--- src/rtl/pid_pkg.sv ---
// Shared widths and the output saturation helper for the PD velocity regulator.
package pid_pkg;

    localparam int VEL_W  = 8;
    localparam int GAIN_W = 4;
    localparam int ERR_W  = 9;
    localparam int DERR_W = 10;
    localparam int ACC_W  = 16;

    // Clamp a signed accumulator to the unsigned 8-bit command range.
    function automatic logic [VEL_W-1:0] sat_u8(input logic signed [ACC_W-1:0] val);
        logic [VEL_W-1:0] res;
        if (val < 0) begin
            res = '0;
        end else if (val > 16'sd255) begin
            res = '1;
        end else begin
            res = val[VEL_W-1:0];
        end
        return res;
    endfunction

endpackage

--- src/rtl/pid_pd_core.sv ---
// Combinational PD datapath: error, error delta, weighted sum, shift and
// the unsaturated next command.
module pid_pd_core
    import pid_pkg::*;
#(
    parameter int SETPOINT = 128,
    parameter int FRAC     = 2
) (
    input  logic [VEL_W-1:0]         current_vel,
    input  logic [GAIN_W-1:0]        kp,
    input  logic [GAIN_W-1:0]        kd,
    input  logic signed [ERR_W-1:0]  e_prev,
    output logic signed [ERR_W-1:0]  err,
    output logic signed [ACC_W-1:0]  y
);

    localparam logic [VEL_W-1:0] SETPOINT_U = VEL_W'(SETPOINT);

    logic signed [DERR_W-1:0] d;
    logic signed [ACC_W-1:0]  e_x;
    logic signed [ACC_W-1:0]  d_x;
    logic signed [ACC_W-1:0]  kp_x;
    logic signed [ACC_W-1:0]  kd_x;
    logic signed [ACC_W-1:0]  u;
    logic signed [ACC_W-1:0]  s;

    always_comb begin
        err  = $signed({1'b0, SETPOINT_U}) - $signed({1'b0, current_vel});
        d    = $signed({err[ERR_W-1], err}) - $signed({e_prev[ERR_W-1], e_prev});
        // Everything is widened to the accumulator width up front so the
        // products and the sum cannot wrap.
        e_x  = $signed({{(ACC_W-ERR_W){err[ERR_W-1]}}, err});
        d_x  = $signed({{(ACC_W-DERR_W){d[DERR_W-1]}}, d});
        kp_x = $signed({{(ACC_W-GAIN_W){1'b0}}, kp});
        kd_x = $signed({{(ACC_W-GAIN_W){1'b0}}, kd});
        u    = kp_x * e_x + kd_x * d_x;
        s    = u >>> FRAC;
        y    = s + $signed({{(ACC_W-VEL_W){1'b0}}, current_vel});
    end

endmodule

--- src/rtl/pid_controller.sv ---
// PD velocity regulator: holds the previous error and the saturated,
// registered velocity command; updates only on enabled edges.
module pid_controller
    import pid_pkg::*;
#(
    parameter int SETPOINT = 128,
    parameter int FRAC     = 2
) (
    input  logic              clk,
    input  logic              rst_n,
    input  logic              ce,
    input  logic [VEL_W-1:0]  current_vel,
    input  logic [GAIN_W-1:0] kp,
    input  logic [GAIN_W-1:0] kd,
    output logic [VEL_W-1:0]  vel_output
);

    logic signed [ERR_W-1:0] e_prev_q;
    logic signed [ERR_W-1:0] e_prev_d;
    logic [VEL_W-1:0]        vel_q;
    logic [VEL_W-1:0]        vel_d;
    logic signed [ERR_W-1:0] err;
    logic signed [ACC_W-1:0] y;

    pid_pd_core #(
        .SETPOINT (SETPOINT),
        .FRAC     (FRAC)
    ) u_core (
        .current_vel (current_vel),
        .kp          (kp),
        .kd          (kd),
        .e_prev      (e_prev_q),
        .err         (err),
        .y           (y)
    );

    // The stored error is the raw error, independent of saturation.
    always_comb begin
        e_prev_d = e_prev_q;
        vel_d    = vel_q;
        if (ce) begin
            e_prev_d = err;
            vel_d    = sat_u8(y);
        end
    end

    always_ff @(posedge clk or negedge rst_n) begin
        if (!rst_n) begin
            e_prev_q <= '0;
            vel_q    <= '0;
        end else begin
            e_prev_q <= e_prev_d;
            vel_q    <= vel_d;
        end
    end

    assign vel_output = vel_q;

endmodule

--- config.mk ---
export PLATFORM = sky130hd
export DESIGN_NAME = pid_controller
export DESIGN_NICKNAME = d
export VERILOG_FILES = /design/src/rtl/pid_pkg.sv /design/src/rtl/pid_pd_core.sv /design/src/rtl/pid_controller.sv
export SDC_FILE = /design/constraint.sdc
export NUM_CORES = 1
export LEC_CHECK = 0
export BUFFER_PORTS_ARGS = -buffer_cell sky130_fd_sc_hd__buf_2
export CAP_MARGIN = 20
export CORE_ASPECT_RATIO = 0.9
export CORE_MARGIN = 1.5
export CORE_UTILIZATION = 28
export CTS_BUF_LIST = sky130_fd_sc_hd__clkbuf_8 sky130_fd_sc_hd__clkbuf_16
export DETAILED_ROUTE_END_ITERATION = 10
export GPL_TIMING_DRIVEN = 0
export PLACE_DENSITY_LB_ADDON = 0.08
export SKIP_LAST_GASP = 1
export SYNTH_ARGS = -nofsm -noshare
export SYNTH_HDL_FRONTEND = slang
export SYNTH_SLANG_ARGS = --single-unit
--- constraint.sdc ---
create_clock -name clk -period 8.9 [get_ports clk]
set_input_delay 0.89 -clock clk [delete_from_list [all_inputs] [get_ports clk]]
set_output_delay 0.89 -clock clk [all_outputs]
set_load 0.01 [all_outputs]
After elaboration in Yosys (flattened, before gate mapping)
Index checks and enable logic that the tools add are counted.
- add/subtract/negate cells: 4
- multipliers: 2
- divide/modulo/power cells: 0
- $lt $le $gt $ge: 2
- eq/ne operators: 0
- shift operators: 0
- mux-type cells: 2
- bitwise operators: 0
- reductions and logical operators: 0
- operator list (cell ; number):
    14-bit by 15-bit adder with 16-bit output ; 1
    8-bit two-way mux ; 2
    14-bit by 9-bit adder with 15-bit output ; 1
    15-bit by 9-bit greater-than comparator with 1-bit output (second input constant) ; 1
    15-bit by 1-bit < comparator with 1-bit output (second input constant) ; 1
    5-bit by 10-bit multiplier with 15-bit output ; 1
    5-bit by 9-bit multiplier with 14-bit output ; 1
    9-bit by 9-bit subtractor with 10-bit output ; 1
    8-bit by 8-bit subtractor with 9-bit output (first input constant) ; 1
- register bits after elaboration: 17
- latch bits: 0
- bits in writable memories: 0
- bits in read-only memories: 0
- input port bits: 19
- output and inout bits: 8
- word-level logic and storage cells: 12
- memories: 0

Depth between registers and ports, before layout
- depth in word-level cells: 8
- gate-level depth with buffers: 34
- mapped depth without buffers: 34

Modules after synthesis
From an unflattened synthesis, not the netlist that was laid out.
- cell total of the unflattened synthesis: 552
- area total of the unflattened synthesis: 4814.6 µm²
- modules (own cells, without submodules) (module ; times used ; cells an instance ; area an instance (µm²) ; sequential area each (µm²)):
    pid_pd_core ; 1 ; 496 ; 4117.7 ; 0.0
    pid_controller ; 1 ; 56 ; 696.9 ; 425.4

Least setup slack after synthesis
No wires, ideal clock.
- path type: in2reg
- from: input current_vel[1]
- to: register vel_q[0], in the netlist vel_output[0]
- setup time: 136 ps
- data arrival time: 7497 ps
- data required time: 8764 ps
- setup slack: 1267 ps
- stages: 30
- cells stage by stage: inv_1 -> ha_1 -> xnor2_1 -> ha_1 -> nor2b_1 -> o21ai_0 -> a21boi_0 -> o21a_1 -> o21ai_0 -> nand2_1 -> a21oi_1 -> xnor2_1 -> and2_1 -> ha_1 -> fa_1 -> fa_1 -> fa_1 -> inv_1 -> fa_1 -> inv_1 -> ha_1 -> a21o_2 -> or4_1 -> a21oi_2 -> o31ai_1 -> a21oi_1 -> xor2_1 -> a31oi_1 -> o21ai_2 -> o21ai_0
- cells in the longest elaborated chain, start to end: 8
- elaborated cells on any way between the ends: 10
- classes of those cells: 4 x add/sub; 2 x mul; 2 x order compare; 2 x mux
- ends and longest elaborated chain (what ; RTL line ; text):
    start, declared ; pid_controller.sv:12 ; input logic [VEL_W-1:0] current_vel,
    8-bit by 8-bit subtractor with 9-bit output * ; pid_pd_core.sv:28 ; err = $signed({1'b0, SETPOINT_U}) - $signed({1'b0, current_vel});
    via err[2] ; pid_controller.sv:22 ; logic signed [ERR_W-1:0] err;
    9-bit by 9-bit subtractor with 10-bit output ; pid_pd_core.sv:29 ; d = $signed({err[ERR_W-1], err}) - $signed({e_prev[ERR_W-1], e_prev});
    5-bit by 10-bit multiplier with 15-bit output ; pid_pd_core.sv:36 ; u = kp_x * e_x + kd_x * d_x;
    14-bit by 15-bit adder with 16-bit output * ; pid_pd_core.sv:36 ;
    14-bit by 9-bit adder with 15-bit output * ; pid_pd_core.sv:38 ; y = s + $signed({{(ACC_W-VEL_W){1'b0}}, current_vel});
    15-bit by 9-bit greater-than comparator with 1-bit output ; pid_pkg.sv:15 ; end else if (val > 16'sd255) begin
    8-bit two-way mux ; pid_pkg.sv:15 ;
    8-bit two-way mux * ; pid_pkg.sv:13 ; if (val < 0) begin
    end signal, assigned ; pid_controller.sv:53 ; vel_q <= vel_d;
    end, declared ; pid_controller.sv:20 ; logic [VEL_W-1:0] vel_q;
The timed path passes the listed nets; every way through them passes the cells marked *.
A chain may end at the register's enable or synchronous reset.

Final worst setup path
- from: input current_vel[0]
- to: register vel_q[6], in the netlist vel_output[6]
Same word-level chain as after synthesis.

==> metrics.yaml <==
critPathRequiredTime_ns: 9.05
track_usage: 0.136
synth.area.mux_share: 0.0114
whs_ns: 0.517
status: "finished with violations"
grt_pass1_vias: 3664
synth_edf_count: 0
setup_ws_ns: 0.534
cts_max_path_buffers: 2
hpwl_um: 10100
path_common_cell: "fa_1"
synth.distinct_cells: 56
synth_compound_area_frac: 0.127
io_pins: 27
pre_cts_ws_ns: -0.185
wirelength_um: 11500
start_util: 0.290
fmax_mhz: 120
wl_per_cell_um: 14.7
path_clk_slew_ns: 0.06
grt_pass1_wl_um: 19200
finalHoldViolCount: 0
ant_nets: 0
ys_seq_area_frac: 0.0901
yosys_warnings: 0
grt_max_degree: 18
core_area_mm2: 0.0163
max_cap_viol_count: 0
crit_type: "in -> reg"
die_area_mm2: 0.0176
tightest_slew_ns: 0.736
synth-xor-area-share: 0.0631
drv_slew: 0
yosys.area_share.simple: 0.177
crit_arrival_ns: 8.52
synth_top_area_frac: 0.271
violations: "design-rule violations"
postSynthCellCount: 546
maxSlewHeadroom: 0.506
via_per_inst: 4.70
dr.first_iter.drc_count: 116
dpl_cell_area_mm2: 0.00509
gp_congestion: 0.751
fin_area_mm2: 0.00522
drive_gt1_frac: 0.0995
grt_overflow: 0
drt_first_pass_iters: 7
synth_area_mm2: 0.00472
syn_to_final_growth_pct: 10.7
cts_hold_buf: 0
synth_top_family_by_area: "adder cells"
end_kind: "flip-flop"
antenna_found_initial: 0
cts-root-buf: "clkbuf_16"
synth_fp_nets: 692
cts-htree-levels: 1
hp-class: "reg -> reg"
diodes: 0
synthAdderAreaFrac: 0.438
yosys-top-cells-area: "fa_1 (27%), ha_1 (17%), dfrtp_1 (9.0%)"
synth.avg_cell_area_um2: 8.65
drc_errors: 3
period_needed_ns: 8.37
nets: 720
critPathMaxFanout: 8
yosysTopAreaCell: "fa_1"
synth_async_sr_flop_share: 1.00
finClkSkew_ns: 0.00291
cts.sinks: 17
synth_ff_type: "dfrtp_1"
row_count: 44
rsz0062_at_grt: "no"
io_buffer_count: 22
finalCritPeriodShare: 0.940
cts_tree: "built"
ys_ff_latch: 17
dieHeight_um: 126
insertion_delay_ns: 0.25
numCtsBuffers: 3
die_x_um: 140
setup_viol: 0
crit_path_top_delay_cell: "fa_1"
slowest_delay_ns: 0.58
critPathLaunchType: "input port"
via_count: 3663
critical path, delay by kind of cell:
family / cells / cell delay [ns]
XOR/XNOR: 2 / 0.61
AO/OA/AOI/OAI: 11 / 2.15
adder cells (fa/ha/maj): 8 / 3.25
AND/OR/NAND/NOR: 5 / 1.05
buffers and inverters: 5 / 0.56
Yosys cell counts (3+ instances only):
cell	number
inv_1	97
fa_1	64
ha_1	63
nand2_1	52
and2_1	40
o21ai_0	37
nor2_1	21
xnor2_1	20
dfrtp_1	17
a21oi_1	15
xor2_1	14
nor2b_1	13
clkbuf_1	9
a21o_1	7
o21a_1	7
nand3_1	5
nor3_1	5
a21boi_0	4
and2_2	4
a21o_2	3
a31oi_1	3
buf_4	3
mux2_2	3
o31ai_1	3
timing repair:
item / 4_1_cts / 5_1_grt
gates resized for setup: 0 / 10
buffers inserted: 0 / 1
hold endpoints to repair: 0 / 0
endpoints found under the setup margin: 0 / 8
cell type report:
class	instances	area, um2
inverters	97	364
clock inverters	1	3.75
fillers	1778	11100
flip-flops and latches	17	425
repair buffers	23	118
well taps	207	259
multi-input cells	418	3900
clock buffers	3	75.1
plain buffers	14	78.8
routing by layer:
metal  vias up  global-route usage  part of all wire  wire (um)
met5         -                   0                 0          0
met4         0              0.0198            0.0067         77
met3         6             0.00989             0.023        267
met2        39               0.225              0.46       5300
met1      1816               0.198              0.51       5840
li1       1802                   -                 -          -
through the flow:
| step | util | TNS (ns) | cells |
|---|---|---|---|
| 2_1_floorplan | - | 0 | 546 |
| 3_5_place_dp | 0.312 | -1.37 | 775 |
| 6_report | 0.321 | 0 | 780 |
| 3_3_place_gp | 0.312 | -1.73 | 775 |
| 5_1_grt | 0.321 | 0 | 780 |
| 4_1_cts | 0.317 | 0 | 779 |
logic make-up (layout without fill, tap and decap cells):
| family | after synthesis | after routing |
|---|---|---|
| adders and majority gates | 127 | 127 |
| muxes | 5 | 5 |
| xor gates and xnor gates | 34 | 34 |
| buffers and inverters | 111 | 138 |
| DFF | 17 | 17 |
| and+or+nand+nor | 159 | 159 |
| AOI/OAI and AO/OA | 93 | 93 |
path summary, 6_finish.rpt:
kind	start	end	slack, ns	cells past startpoint
worst max-delay path	current_vel[0]	vel_output[6]	0.53	31
worst min-delay path	e_prev_q[0]	e_prev_q[0]	0.52	1
worst max register to register	e_prev_q[0]	vel_output[6]	1.50	31
worst min register to register	e_prev_q[0]	e_prev_q[0]	0.52	1
max in group asynchronous	rst_n	e_prev_q[1]	8.03	1
min in group asynchronous	rst_n	vel_output[5]	0.57	1
state kept, by name, indices dropped and copies added, names as in the netlist:
| name | count |
|---|---|
| e_prev_q | 9 |
| vel_output | 8 |
placed cells by master, fill, tap and decap left out, drive strengths merged, types with 2 or more instances in the layout:
master  synthesis  final
inv            97     98
fa             64     64
ha             63     63
nand2          52     52
and2           44     44
o21ai          40     40
buf             5     28
nor2           21     21
xnor2          20     20
dfrtp          17     17
a21oi          16     16
xor2           14     14
nor2b          13     13
clkbuf          9     12
a21o           10     10
o21a            7      7
nand3           6      6
nor3            5      5
a21boi          4      4
a31oi           3      3
o31ai           3      3
mux2            3      3
nor4            2      2
nand2b          2      2
mux2i           2      2
nand4           2      2
and3            2      2
or4             2      2
or3             2      2
Power is not shown: default switching activity piles up to over one toggle a cycle in this logic, so the estimate is an artifact.
